$ cat config.mk
export PLATFORM = sky130hd
export DESIGN_NAME = bcd_counter4
export DESIGN_NICKNAME = d
export VERILOG_FILES = /design/src/rtl/bcd_counter4_pkg.sv /design/src/rtl/bcd_digit.sv /design/src/rtl/bcd_counter4.sv
export SDC_FILE = /design/constraint.sdc
export NUM_CORES = 1
export LEC_CHECK = 0
export ABC_AREA = 1
export BUFFER_PORTS_ARGS = -buffer_cell sky130_fd_sc_hd__buf_2
export CORE_UTILIZATION = 50
export CTS_BUF_LIST = sky130_fd_sc_hd__clkbuf_8
export CTS_CLUSTER_SIZE = 20
export DETAILED_ROUTE_END_ITERATION = 6
export GPL_TIMING_DRIVEN = 0
export PLACE_DENSITY_LB_ADDON = 0.2
export SLEW_MARGIN = 0
export SYNTH_ARGS = -nofsm -noshare
export SYNTH_HDL_FRONTEND = slang
export SYNTH_SLANG_ARGS = --single-unit
$ cat constraint.sdc
create_clock -name clk -period 2.1 [get_ports clk]
set_input_delay 0.42 -clock clk [delete_from_list [all_inputs] [get_ports clk]]
set_output_delay 0.42 -clock clk [all_outputs]
set_load 0.02 [all_outputs]
$ cat src/rtl/bcd_counter4_pkg.sv
// Shared BCD definitions for the counter and the display path.
// Also provides the packed-BCD legality check applied to MAX_COUNT.
package bcd_counter4_pkg;

    localparam int unsigned BCD_W      = 4;
    localparam int unsigned NUM_DIGITS = 4;

    typedef logic [BCD_W-1:0] bcd_t;

    localparam bcd_t BCD_MAX_DIGIT = 4'd9;

    // True when every nibble of a packed BCD word is a legal decimal digit.
    function automatic logic bcd_word_valid(input logic [NUM_DIGITS*BCD_W-1:0] w);
        logic ok;
        ok = 1'b1;
        for (int i = 0; i < int'(NUM_DIGITS); i++) begin
            if (w[i*BCD_W +: BCD_W] > BCD_MAX_DIGIT) begin
                ok = 1'b0;
            end
        end
        return ok;
    endfunction

endpackage

$ cat src/rtl/bcd_digit.sv
// One decade of the BCD counter.
// Load priority: load_zero, then load, then inc, then dec.
module bcd_digit
    import bcd_counter4_pkg::*;
(
    input  logic             clk,
    input  logic             rst,
    input  logic             inc,
    input  logic             dec,
    input  logic             load_zero,
    input  logic             load,
    input  logic [BCD_W-1:0] load_val,
    output logic [BCD_W-1:0] q,
    output logic [BCD_W-1:0] q_next,
    output logic             carry_out,
    output logic             borrow_out
);

    bcd_t digit_q, digit_d;

    always_comb begin
        digit_d = digit_q;
        if (load_zero) begin
            digit_d = '0;
        end else if (load) begin
            digit_d = load_val;
        end else if (inc) begin
            digit_d = (digit_q == BCD_MAX_DIGIT) ? '0 : digit_q + 4'd1;
        end else if (dec) begin
            digit_d = (digit_q == '0) ? BCD_MAX_DIGIT : digit_q - 4'd1;
        end
    end

    always_ff @(posedge clk or posedge rst) begin
        if (rst) begin
            digit_q <= '0;
        end else begin
            digit_q <= digit_d;
        end
    end

    assign q          = digit_q;
    assign q_next     = digit_d;
    assign carry_out  = inc && (digit_q == BCD_MAX_DIGIT);
    assign borrow_out = dec && (digit_q == '0);

endmodule

$ cat src/rtl/bcd_counter4.sv
// Four-digit up/down BCD counter with prescaler, wrap pulse and terminal-value flag.
// Wrap-around loads bypass the carry chain so a wrap is always applied as one whole value.
module bcd_counter4
    import bcd_counter4_pkg::*;
#(
    parameter int                            CLK_DIV   = 50000000,
    parameter logic [NUM_DIGITS*BCD_W-1:0]   MAX_COUNT = 16'h9675
) (
    input  logic             clk,
    input  logic             rst,
    input  logic             en,
    input  logic             clr,
    input  logic             dir,
    output logic [BCD_W-1:0] dig0,
    output logic [BCD_W-1:0] dig1,
    output logic [BCD_W-1:0] dig2,
    output logic [BCD_W-1:0] dig3,
    output logic             wrap,
    output logic             at_max
);

    localparam int unsigned      PRE_W    = (CLK_DIV > 1) ? $clog2(CLK_DIV) : 1;
    localparam logic [PRE_W-1:0] PRE_LAST = PRE_W'(CLK_DIV - 1);

    if (CLK_DIV < 1) begin : g_bad_clk_div
        $error("bcd_counter4: CLK_DIV must be >= 1");
    end
    if (!bcd_word_valid(MAX_COUNT)) begin : g_bad_max_count
        $error("bcd_counter4: every MAX_COUNT nibble must be <= 9");
    end

    logic [PRE_W-1:0]              pre_q, pre_d;
    logic                          wrap_q, wrap_d;
    logic                          at_max_q, at_max_d;
    logic                          tick;
    logic                          at_max_now, is_zero, up_wrap, dn_wrap, load_zero;
    logic [NUM_DIGITS*BCD_W-1:0]   count_q, count_nxt;
    bcd_t                          dig_q   [NUM_DIGITS];
    bcd_t                          dig_nxt [NUM_DIGITS];
    logic                          carry   [NUM_DIGITS+1];
    logic                          borrow  [NUM_DIGITS+1];
    logic                          unused_chain;

    assign tick       = en && (pre_q == PRE_LAST);
    assign at_max_now = (count_q == MAX_COUNT);
    assign is_zero    = (count_q == '0);
    assign up_wrap    = tick && dir && at_max_now;
    assign dn_wrap    = tick && !dir && is_zero;
    assign load_zero  = clr || up_wrap;
    assign carry[0]   = tick && dir && !at_max_now;
    assign borrow[0]  = tick && !dir && !is_zero;

    for (genvar g = 0; g < NUM_DIGITS; g++) begin : g_digit
        bcd_digit u_digit (
            .clk        (clk),
            .rst        (rst),
            .inc        (carry[g]),
            .dec        (borrow[g]),
            .load_zero  (load_zero),
            .load       (dn_wrap),
            .load_val   (MAX_COUNT[g*BCD_W +: BCD_W]),
            .q          (dig_q[g]),
            .q_next     (dig_nxt[g]),
            .carry_out  (carry[g+1]),
            .borrow_out (borrow[g+1])
        );
    end

    // Carry or borrow out of the top digit cannot occur for counts <= MAX_COUNT.
    assign unused_chain = carry[NUM_DIGITS] ^ borrow[NUM_DIGITS];

    always_comb begin
        count_q   = '0;
        count_nxt = '0;
        for (int i = 0; i < int'(NUM_DIGITS); i++) begin
            count_q[i*BCD_W +: BCD_W]   = dig_q[i];
            count_nxt[i*BCD_W +: BCD_W] = dig_nxt[i];
        end
    end

    always_comb begin
        pre_d = pre_q;
        if (clr) begin
            pre_d = '0;
        end else if (en) begin
            pre_d = tick ? '0 : pre_q + PRE_W'(1);
        end
    end

    assign wrap_d   = !clr && (up_wrap || dn_wrap);
    assign at_max_d = (clr || tick) ? (count_nxt == MAX_COUNT) : at_max_q;

    always_ff @(posedge clk or posedge rst) begin
        if (rst) begin
            pre_q    <= '0;
            wrap_q   <= 1'b0;
            at_max_q <= 1'b0;
        end else begin
            pre_q    <= pre_d;
            wrap_q   <= wrap_d;
            at_max_q <= at_max_d;
        end
    end

    assign dig0   = dig_q[0];
    assign dig1   = dig_q[1];
    assign dig2   = dig_q[2];
    assign dig3   = dig_q[3];
    assign wrap   = wrap_q;
    assign at_max = at_max_q;

endmodule

==> results.ini, run 1 <==
[route]
via_count = 3881
wl_met3_um = 770
drtIter0Drc = 341
ant_nets = 0
wl_met2_mm = 4.62
wl_per_cell_um = 14.4
drt-total-wl_mm = 10.2
m1WireLength_mm = 4.67
dr.pass1.iters = 5
post-route-drc-count = 0
routed_via_density = 5.48
routed.top_layer = met4

[clocking]
cts-htree-levels = 2
cts_root_buf = clkbuf_8
numCtsBuffers = 5
clk_pin_slew_ns = 0.09
insertion_delay_ns = 0.31
cts_tree = built
clk_path_buf_depth = 2
cts.sink_count = 44
postCtsHoldBufs = 0

[die]
dieArea_um2 = 7400
die_x_um = 86.1
rows = 30
io_pins = 23
die_h_um = 86.1
start_util_pct = 52.0
core-area_um2 = 6790

[timing]
finClkSkew_ns = 0.00632
slew_headroom_pct = 66.6
drv_slew = 0
hold_viol_final = 0
period_minus_slack_ns = 2.30
tightest_slew_ns = 0.498
whs_ns = 0.0358
setup_viol = 6
setup_tns_ns = -0.612
layout_worst_path_cycle_share_pct = 110
rsz0062_at_grt = yes
timing.final.ws_setup_ns = -0.201
fmax_mhz = 435

[power_and_ir_drop]
power_density_nw_per_um2 = 361
vdd_ir_drop_max_uv = 303
leakagePower_nw = 2.19

[placement]
dp_hpwl_mm = 6.93
placed_cells = 651
io_buffers = 22
gp_congestion = 0.915
place_area_um2 = 3790

[worst_setup_path]
crit_path_end_kind = flip-flop
critPathArrivalTime_ns = 2.55
crit_fanout = 5
crit_type = reg -> reg
critPathLaunchType = flip-flop
cp.required_ns = 2.35

[global_route]
grt_pass1_wl_mm = 16.1
grt-ovfl-total = 0
grt_max_degree = 35
grt_usage_pct = 27.5
antenna_found_initial = 0
grt_pass1_vias = 3483

[synth]
ys_warn_count = 0
synthCells = 532
syn_avg_cell_area_um2 = 6.64
synth_commonest_cells = nand2_1 (132), inv_1 (70), nor2_1 (61), nand3_1 (48), dfrtp_1 (44)
yosys.area.top_type_share_pct = 31.2
yosysTopAreaCell = dfrtp_1
synth_ff_type = dfrtp_1
synth_area_leaders = dfrtp_1 (31%), nand2_1 (14%), inv_1 (7.4%)
synth_most_common_cell = nand2_1
synth_edf_count = 0
synth_fp_nets = 545
ys_async_sr_fraction_pct = 100
synthesis.area_um2 = 3530
ys_ff_latch = 44
synth.distinct_cells = 38
synth_seq_area_share_pct = 31.2

[final_layout]
multi_input_area_um2 = 2330
num-nets-final = 624
num_antenna_cells = 0
stdcell_count = 708
final_area_um2 = 4550
area_growth_pct = 28.9
fill_cells = 569
register_area_um2 = 1110
layout-drive-gt1-share_pct = 33.8

[run_status]
status = complete, but fails checks
violations = setup timing

[hold_path]
hold_path.class = in -> async

[run]
cap_viol_max_count = 0

-- timing repair --
item / 4_1_cts / 5_1_grt
gates resized for setup: 27 / 59
pin swaps: 17 / 31
buffers inserted: 31 / 19
endpoints found under the setup margin: 29 / 33
-- final timing paths --
path / from / endpoint / slack [ns] / depth (start not counted)
min: rst / g_digit[2].u_digit.q[2]$_DFF_PP0_ / 0.04 / 2
min in group clk: clr / wrap$_DFF_PP0_ / 0.37 / 2
max reg2reg: pre_q[0]$_DFFE_PP0P_ / at_max$_DFFE_PP0P_ / -0.20 / 19
max in group asynchronous: rst / g_digit[1].u_digit.q[0]$_DFF_PP0_ / 1.59 / 3
min reg2reg: at_max$_DFFE_PP0P_ / at_max$_DFFE_PP0P_ / 0.49 / 2
max: pre_q[0]$_DFFE_PP0P_ / at_max$_DFFE_PP0P_ / -0.20 / 19
-- sequential cells by signal, indices dropped and copies added, names as in the netlist --
name               flops
wrap                   1
pre_q                 26
g_digit.u_digit.q     16
at_max                 1
-- stage by stage --
step / total power [mW] / setup slack (ns) / utilization (%)
finish: 1.64 / -0.201 / 67.0
global route: 1.70 / -0.331 / 67.0
CTS: 1.65 / -0.133 / 62.4
detailed placement: 0.947 / -0.333 / 55.8
global placement: 0.940 / -0.334 / 55.5
floorplan: 0.914 / 0.0247 / -
-- report_power, final --
part           internal (mW)  switching [mW]  leakage, nW
clock network          0.359           0.336       0.0548
logic                 0.0271          0.0663         1.54
registers              0.850         0.00389        0.595
total                   1.24           0.406         2.19
-- kinds of logic after synthesis --
logic type,share of synthesized area (%)
flops,31.2
xor+xnor,2.23
compound gates,8.04
buf+inv,10.2
simple gates,45.6
fa+ha+maj,2.83
-- critical path, stage by stage, from the launching register on --
cell	delay, ns
dfrtp_1	0.42
ha_4	0.17
inv_2	0.05
nor2_4	0.13
nand2_2	0.09
inv_2	0.06
nand2_2	0.06
nor2_4	0.14
buf_4	0.15
nand3_2	0.07
nand3b_1	0.20
buf_4	0.15
a21oi_1	0.04
nand2_1	0.10
nand2_1	0.08
inv_2	0.06
nand2_1	0.04
nor2_1	0.09
nand3_1	0.07
nand2_1	0.06
-- cells in the final DEF (no fill, tap or decap), types with 3 or more instances in the layout --
cell | Yosys | routed
nor4_1 | 3 | 3
nand3_4 | 1 | 3
nor3_1 | 16 | 12
nand2_1 | 132 | 125
nor2_2 | 10 | 11
nand3_1 | 48 | 40
dfrtp_1 | 44 | 33
clkbuf_8 | 0 | 5
o21ai_0 | 16 | 14
nand3_2 | 6 | 12
nor3_4 | 1 | 4
inv_2 | 16 | 30
buf_4 | 0 | 48
nor2_4 | 9 | 19
ha_1 | 8 | 5
dfrtp_2 | 0 | 11
a21oi_1 | 25 | 23
inv_1 | 70 | 54
o21ai_2 | 1 | 5
nand4_4 | 1 | 3
nand2_2 | 3 | 10
nand4_1 | 23 | 23
nor3_2 | 3 | 4
buf_2 | 4 | 25
nor2_1 | 61 | 50
xor2_1 | 9 | 9
-- routing by layer --
layer / GRT usage (%) / vias to the layer above
met2: 42.9 / 176
met4: 8.18 / 0
met5: 0 / -
met3: 4.62 / 21
met1: 39.0 / 1790
li1: - / 1894
-- cell type report --
cell class                 instances  area share (%)
timing repair buffer              73            11.3
inverter                          88            7.42
sequential                        44            24.5
clock buffer                       5            1.51
clock inverter                     3            1.02
buffer                             5           0.522
multi-input combinational        394            51.1
tap                               96            2.64
(Power assumes the default switching activity.)
==> run 2: changes to the inputs <==
Clock period 2.1 ns to 2.3 ns, I/O delays scaled along.
==> results.ini, run 2 (synthesized netlist as in run 1, its figures left out) <==
[worst_setup_path]
r2r-start = pre_q[1]$_DFFE_PP0P_
max_stage_delay_ns = 0.37
rrSetupSlack_ns = -0.05
cp_top_family = simple AND/OR/NAND/NOR gates
cp-startpoint = pre_q[1]$_DFFE_PP0P_
worst-path-stages = 17
r2r-end = at_max$_DFFE_PP0P_
cp_cell_sequence = ha_2 > inv_2 > nor2_4 > nand2_2 > inv_2 > nand2_2 > nor2_4 > nand3_4 > buf_4 > buf_4 > o21ai_1 > inv_1 > nand2_1 > nand3_1 > nor2_1 > nand3_1 > nand2_1
crit_type = reg -> reg
critPathLaunchType = flip-flop
critPathArrivalTime_ns = 2.59
endpoint = at_max$_DFFE_PP0P_
rr_worst_depth = 17
cp.required_ns = 2.54
crit_slowest_cell = dfrtp_1
crit_fanout = 7
crit_path_end_kind = flip-flop
critical_path_buf_inv_count = 5

[power_and_ir_drop]
power_density_nw_per_um2 = 356
leakagePower_nw = 2.06
power_mw = 1.51
vdd_ir_drop_max_uv = 334

[final_layout]
fill_cells = 632
register_area_um2 = 1110
area_growth_pct = 19.7
largest_reg_flops = 26
num_antenna_cells = 0
num-nets-final = 597
stdcell_count = 681
layout-drive-gt1-share_pct = 25.3
layout_commonest_cell = nand2_1
layout.cells.most_common_list = nand2_1 (128), inv_1 (63), nor2_1 (52)
top_register = pre_q
multi_input_area_um2 = 2220

[die]
dieArea_um2 = 7400
die_x_um = 86.1
core-area_um2 = 6790
die_h_um = 86.1
io_pins = 23
rows = 30
start_util_pct = 52.0

[route]
drt-total-wl_mm = 9.59
dr.pass1.iters = 6
post-route-drc-count = 0
ant_nets = 0
drtIter0Drc = 368
via_count = 3695
wl_per_cell_um = 14.1
routed_via_density = 5.43

[timing]
rsz0062_at_grt = yes
finClkSkew_ns = 0.00799
period_minus_slack_ns = 2.35
setup_viol = 1
timing.final.ws_setup_ns = -0.0522
fmax_mhz = 425
tightest_slew_ns = 0.531
slew_headroom_pct = 64.6
drv_slew = 0
layout_worst_path_cycle_share_pct = 102
hold_viol_final = 0

[placement]
io_buffers = 22
dp_hpwl_mm = 6.90
placed_cells = 651
gp_congestion = 0.933

[run_status]
violations = setup timing
status = complete, but fails checks

[global_route]
grt_pass1_wl_mm = 15.9
grt_max_degree = 35
grt_usage_pct = 27.1
grt_pass1_vias = 3417
antenna_found_initial = 0
grt-ovfl-total = 0

[clocking]
clk_path_buf_depth = 2
insertion_delay_ns = 0.30
clk_pin_slew_ns = 0.10
numCtsBuffers = 5
cts-htree-levels = 2
cts_tree = built
cts.sink_count = 44
cts_root_buf = clkbuf_8

[hold_path]
hold_path.class = in -> async

[run]
cap_viol_max_count = 0

run 2: cell types whose count changed in the layout (fill, tap and decap cells not counted), moves of 3 or more:
cell | before | now
nand2_2 | 10 | 7
inv_1 | 54 | 63
o21ai_2 | 5 | 1
inv_2 | 30 | 22
nor2_4 | 19 | 15
dfrtp_2 | 11 | 4
buf_4 | 48 | 21
nand2_1 | 125 | 128
dfrtp_1 | 33 | 40
run 2: layout make-up:
class	count	share of cell area [%]
Multi-Input combinational cell	394	52.5
Sequential cell	44	26.2
Inverter	88	7.90
Timing Repair Buffer	45	7.07
Tap cell	96	2.84
Clock buffer	6	1.95
Clock inverter	2	0.917
Buffer	6	0.651
run 2: metrics by stage:
step | hold WS, ns | utilization [%] | setup TNS (ns) | setup slack (ns) | area (µm²)
final | 0.0750 | 62.2 | -0.0522 | -0.0522 | 4230
after global routing | 0.0932 | 62.2 | -0.327 | -0.172 | 4230
after global placement | 0.468 | 55.4 | -0.186 | -0.186 | 3760
after CTS | 0.0889 | 59.7 | 0 | 0.000957 | 4060
after detailed placement | 0.415 | 55.7 | -0.231 | -0.214 | 3780
after floorplan | 0.484 | - | 0 | 0.152 | 3530
run 2: worst min-delay path by stage:
| stage | start | endpoint | slack [ns] |
|---|---|---|---|
| after floorplan | pre_q[0]$_DFFE_PP0P_ | pre_q[0]$_DFFE_PP0P_ | 0.48 |
| after global placement | at_max$_DFFE_PP0P_ | at_max$_DFFE_PP0P_ | 0.47 |
| after detailed placement | rst | g_digit[3].u_digit.q[1]$_DFF_PP0_ | 0.42 |
| after CTS | rst | g_digit[2].u_digit.q[3]$_DFF_PP0_ | 0.09 |
| after global routing | rst | g_digit[3].u_digit.q[0]$_DFF_PP0_ | 0.09 |
| final | rst | g_digit[2].u_digit.q[3]$_DFF_PP0_ | 0.08 |
run 2: power by group:
| group | switching, mW | total, mW | internal, mW | leakage (nW) |
|---|---|---|---|---|
| logic | 0.0578 | 0.0790 | 0.0212 | 1.40 |
| clock network | 0.294 | 0.650 | 0.356 | 0.0614 |
| registers | 0.00210 | 0.778 | 0.776 | 0.607 |
run 2: timing repair:
item                       CTS  global route
pin swaps                    7            19
gates resized for setup     15            32
hold buffers                 0             0
setup buffers               13             9
setup endpoints to repair    3            24
run 2: per-layer routing:
metal | vias to the layer above | global-route usage, % | share of wire [%]
met2 | 129 | 41.8 | 45
met5 | - | 0 | 0
met3 | 21 | 4.23 | 5.8
met4 | 0 | 7.88 | 2.0
met1 | 1721 | 39.1 | 47
li1 | 1824 | - | -
==> run 3: changes to the inputs <==
Settings changed: PLACE_DENSITY set to 0.78, PLACE_DENSITY_LB_ADDON 0.2 to unset, REMOVE_ABC_BUFFERS set to 1.
==> results.ini, run 3 (synthesized netlist as in run 1, its figures left out) <==
[placement]
gp_congestion = 0.944
placed_cells = 645
io_buffers = 22
dp_hpwl_mm = 6.60
place_area_um2 = 3750

[hold_path]
hold_path.class = in -> async

[run_status]
violations = DRC, setup timing
status = complete, but fails checks

[worst_setup_path]
critPathLaunchType = flip-flop
cp_cell_sequence = ha_2 > inv_1 > nor2_2 > nand2_1 > inv_1 > nand2_1 > nor2_4 > nand3_1 > nand3b_1 > buf_4 > o21ai_0 > nand2_1 > nand2_1 > nor2_1 > nand3_1 > nand2_1
worst-path-stages = 16
max_stage_delay_ns = 0.38
crit_fanout = 7
critPathArrivalTime_ns = 2.61
crit_slowest_cell = dfrtp_1
critical_path_buf_inv_count = 3
crit_path_end_kind = flip-flop
cpMostUsedCell = nand2_1
crit_type = reg -> reg
rr_worst_depth = 16
cp_top_family = simple AND/OR/NAND/NOR gates
cp.required_ns = 2.56

[final_layout]
stdcell_count = 673
final_area_um2 = 4130
fill_cells = 603
top_register = pre_q
area_growth_pct = 16.8
layout-drive-gt1-share_pct = 22.4
num-nets-final = 589
layout.cells.most_common_list = nand2_1 (131), inv_1 (65), nor2_1 (57)
register_area_um2 = 1100
num_antenna_cells = 0
layout_commonest_cell = nand2_1
largest_reg_flops = 26
multi_input_area_um2 = 2170

[global_route]
grt-ovfl-total = 0
grt_usage_pct = 25.6
grt_pass1_vias = 3208
antenna_found_initial = 0
grt_pass1_wl_mm = 15.1
grt_max_degree = 33

[clocking]
clk_pin_slew_ns = 0.09
cts_root_buf = clkbuf_8
cts_tree = built
clk_path_buf_depth = 2
numCtsBuffers = 5
cts-htree-levels = 2
cts.sink_count = 44
insertion_delay_ns = 0.31

[die]
rows = 30
die_h_um = 86.1
core-area_um2 = 6790
dieArea_um2 = 7400
io_pins = 23
start_util_pct = 52.0
die_x_um = 86.1

[power_and_ir_drop]
power_density_nw_per_um2 = 339
vdd_ir_drop_max_uv = 229
leakagePower_nw = 2.01

[timing]
drv_slew = 0
layout_worst_path_cycle_share_pct = 102
period_minus_slack_ns = 2.35
setup_viol = 5
timing.final.ws_setup_ns = -0.0543
finClkSkew_ns = 0.00808
fmax_mhz = 425
slew_headroom_pct = 52.2
rsz0062_at_grt = yes
hold_viol_final = 0
tightest_slew_ns = 0.714

[route]
routed_via_density = 5.45
ant_nets = 0
via_count = 3668
drtIter0Drc = 374
dr.pass1.iters = 7
post-route-drc-count = 4
drt-total-wl_mm = 9.05
wl_per_cell_um = 13.5

[run]
cap_viol_max_count = 0

==> run 3: changes by cell type in the layout (fill, tap and decap cells not counted), moves of 3 or more <==
cell	previous run	this run
clkinvlp_4	0	3
inv_2	22	19
nor2_4	15	11
buf_2	26	22
buf_4	21	18
nor2_1	52	57
nand2_1	128	131
nand2_2	7	4
==> run 3: worst reg2reg max path: cells and delay by family (launching register included) <==
family	cells	cell delay, ns
DFF	1	0.38
AOI/OAI and AO/OA	1	0.09
adders and majority gates	1	0.20
buffers and inverters	3	0.28
and+or+nand+nor	11	1.33
==> run 3: layout make-up <==
cell class | instances | area share [%]
well taps | 96 | 2.91
repair buffers | 43 | 7.19
clock inverters | 2 | 0.364
flip-flops and latches | 44 | 26.8
clock buffers | 6 | 2.00
multi-input cells | 394 | 52.6
inverters | 88 | 8.19
==> run 3: final timing paths <==
kind / from / endpoint / slack (ns)
worst min-delay path: rst / g_digit[2].u_digit.q[0]$_DFF_PP0_ / 0.08
worst min register to register: at_max$_DFFE_PP0P_ / at_max$_DFFE_PP0P_ / 0.49
worst max-delay path: pre_q[0]$_DFFE_PP0P_ / at_max$_DFFE_PP0P_ / -0.05
max in group asynchronous: rst / pre_q[24]$_DFFE_PP0P_ / 1.75
min in group clk: clr / wrap$_DFF_PP0_ / 0.41
worst max register to register: pre_q[0]$_DFFE_PP0P_ / at_max$_DFFE_PP0P_ / -0.05
==> run 3: power by group <==
part	switching, mW	internal (mW)
clock network	0.298	0.244
logic	0.0555	0.0209
registers	0.00223	0.776
==> run 3: layer usage <==
metal	share of wire, %	GRT usage, %	vias to the layer above	wire length [µm]
met5	0	0	-	0
met4	1.6	5.91	0	147
met3	6.5	3.56	14	589
met2	45	41.4	157	4070
met1	47	36.2	1688	4240
li1	-	-	1809	-
==> run 3: timing repair <==
action                     4_1_cts  5_1_grt
pin swaps                        8        8
hold buffers                     0        0
cloned                           0        0
gates resized for setup         17       12
setup endpoints to repair       22       16
setup buffers                   12        8
==> run 3: stage by stage <==
stage	TNS [ns]	setup WS, ns	util, %	total power [mW]	hold WS [ns]
after floorplan	0	0.109	-	0.832	0.484
final	-0.115	-0.0543	60.7	1.40	0.0827
after detailed placement	-6.36	-0.657	55.3	0.861	0.430
after CTS	-0.00592	-0.00592	59.0	1.40	0.0947
after global routing	-1.54	-0.209	60.7	1.44	0.102
after global placement	-5.03	-0.588	55.0	0.854	0.469
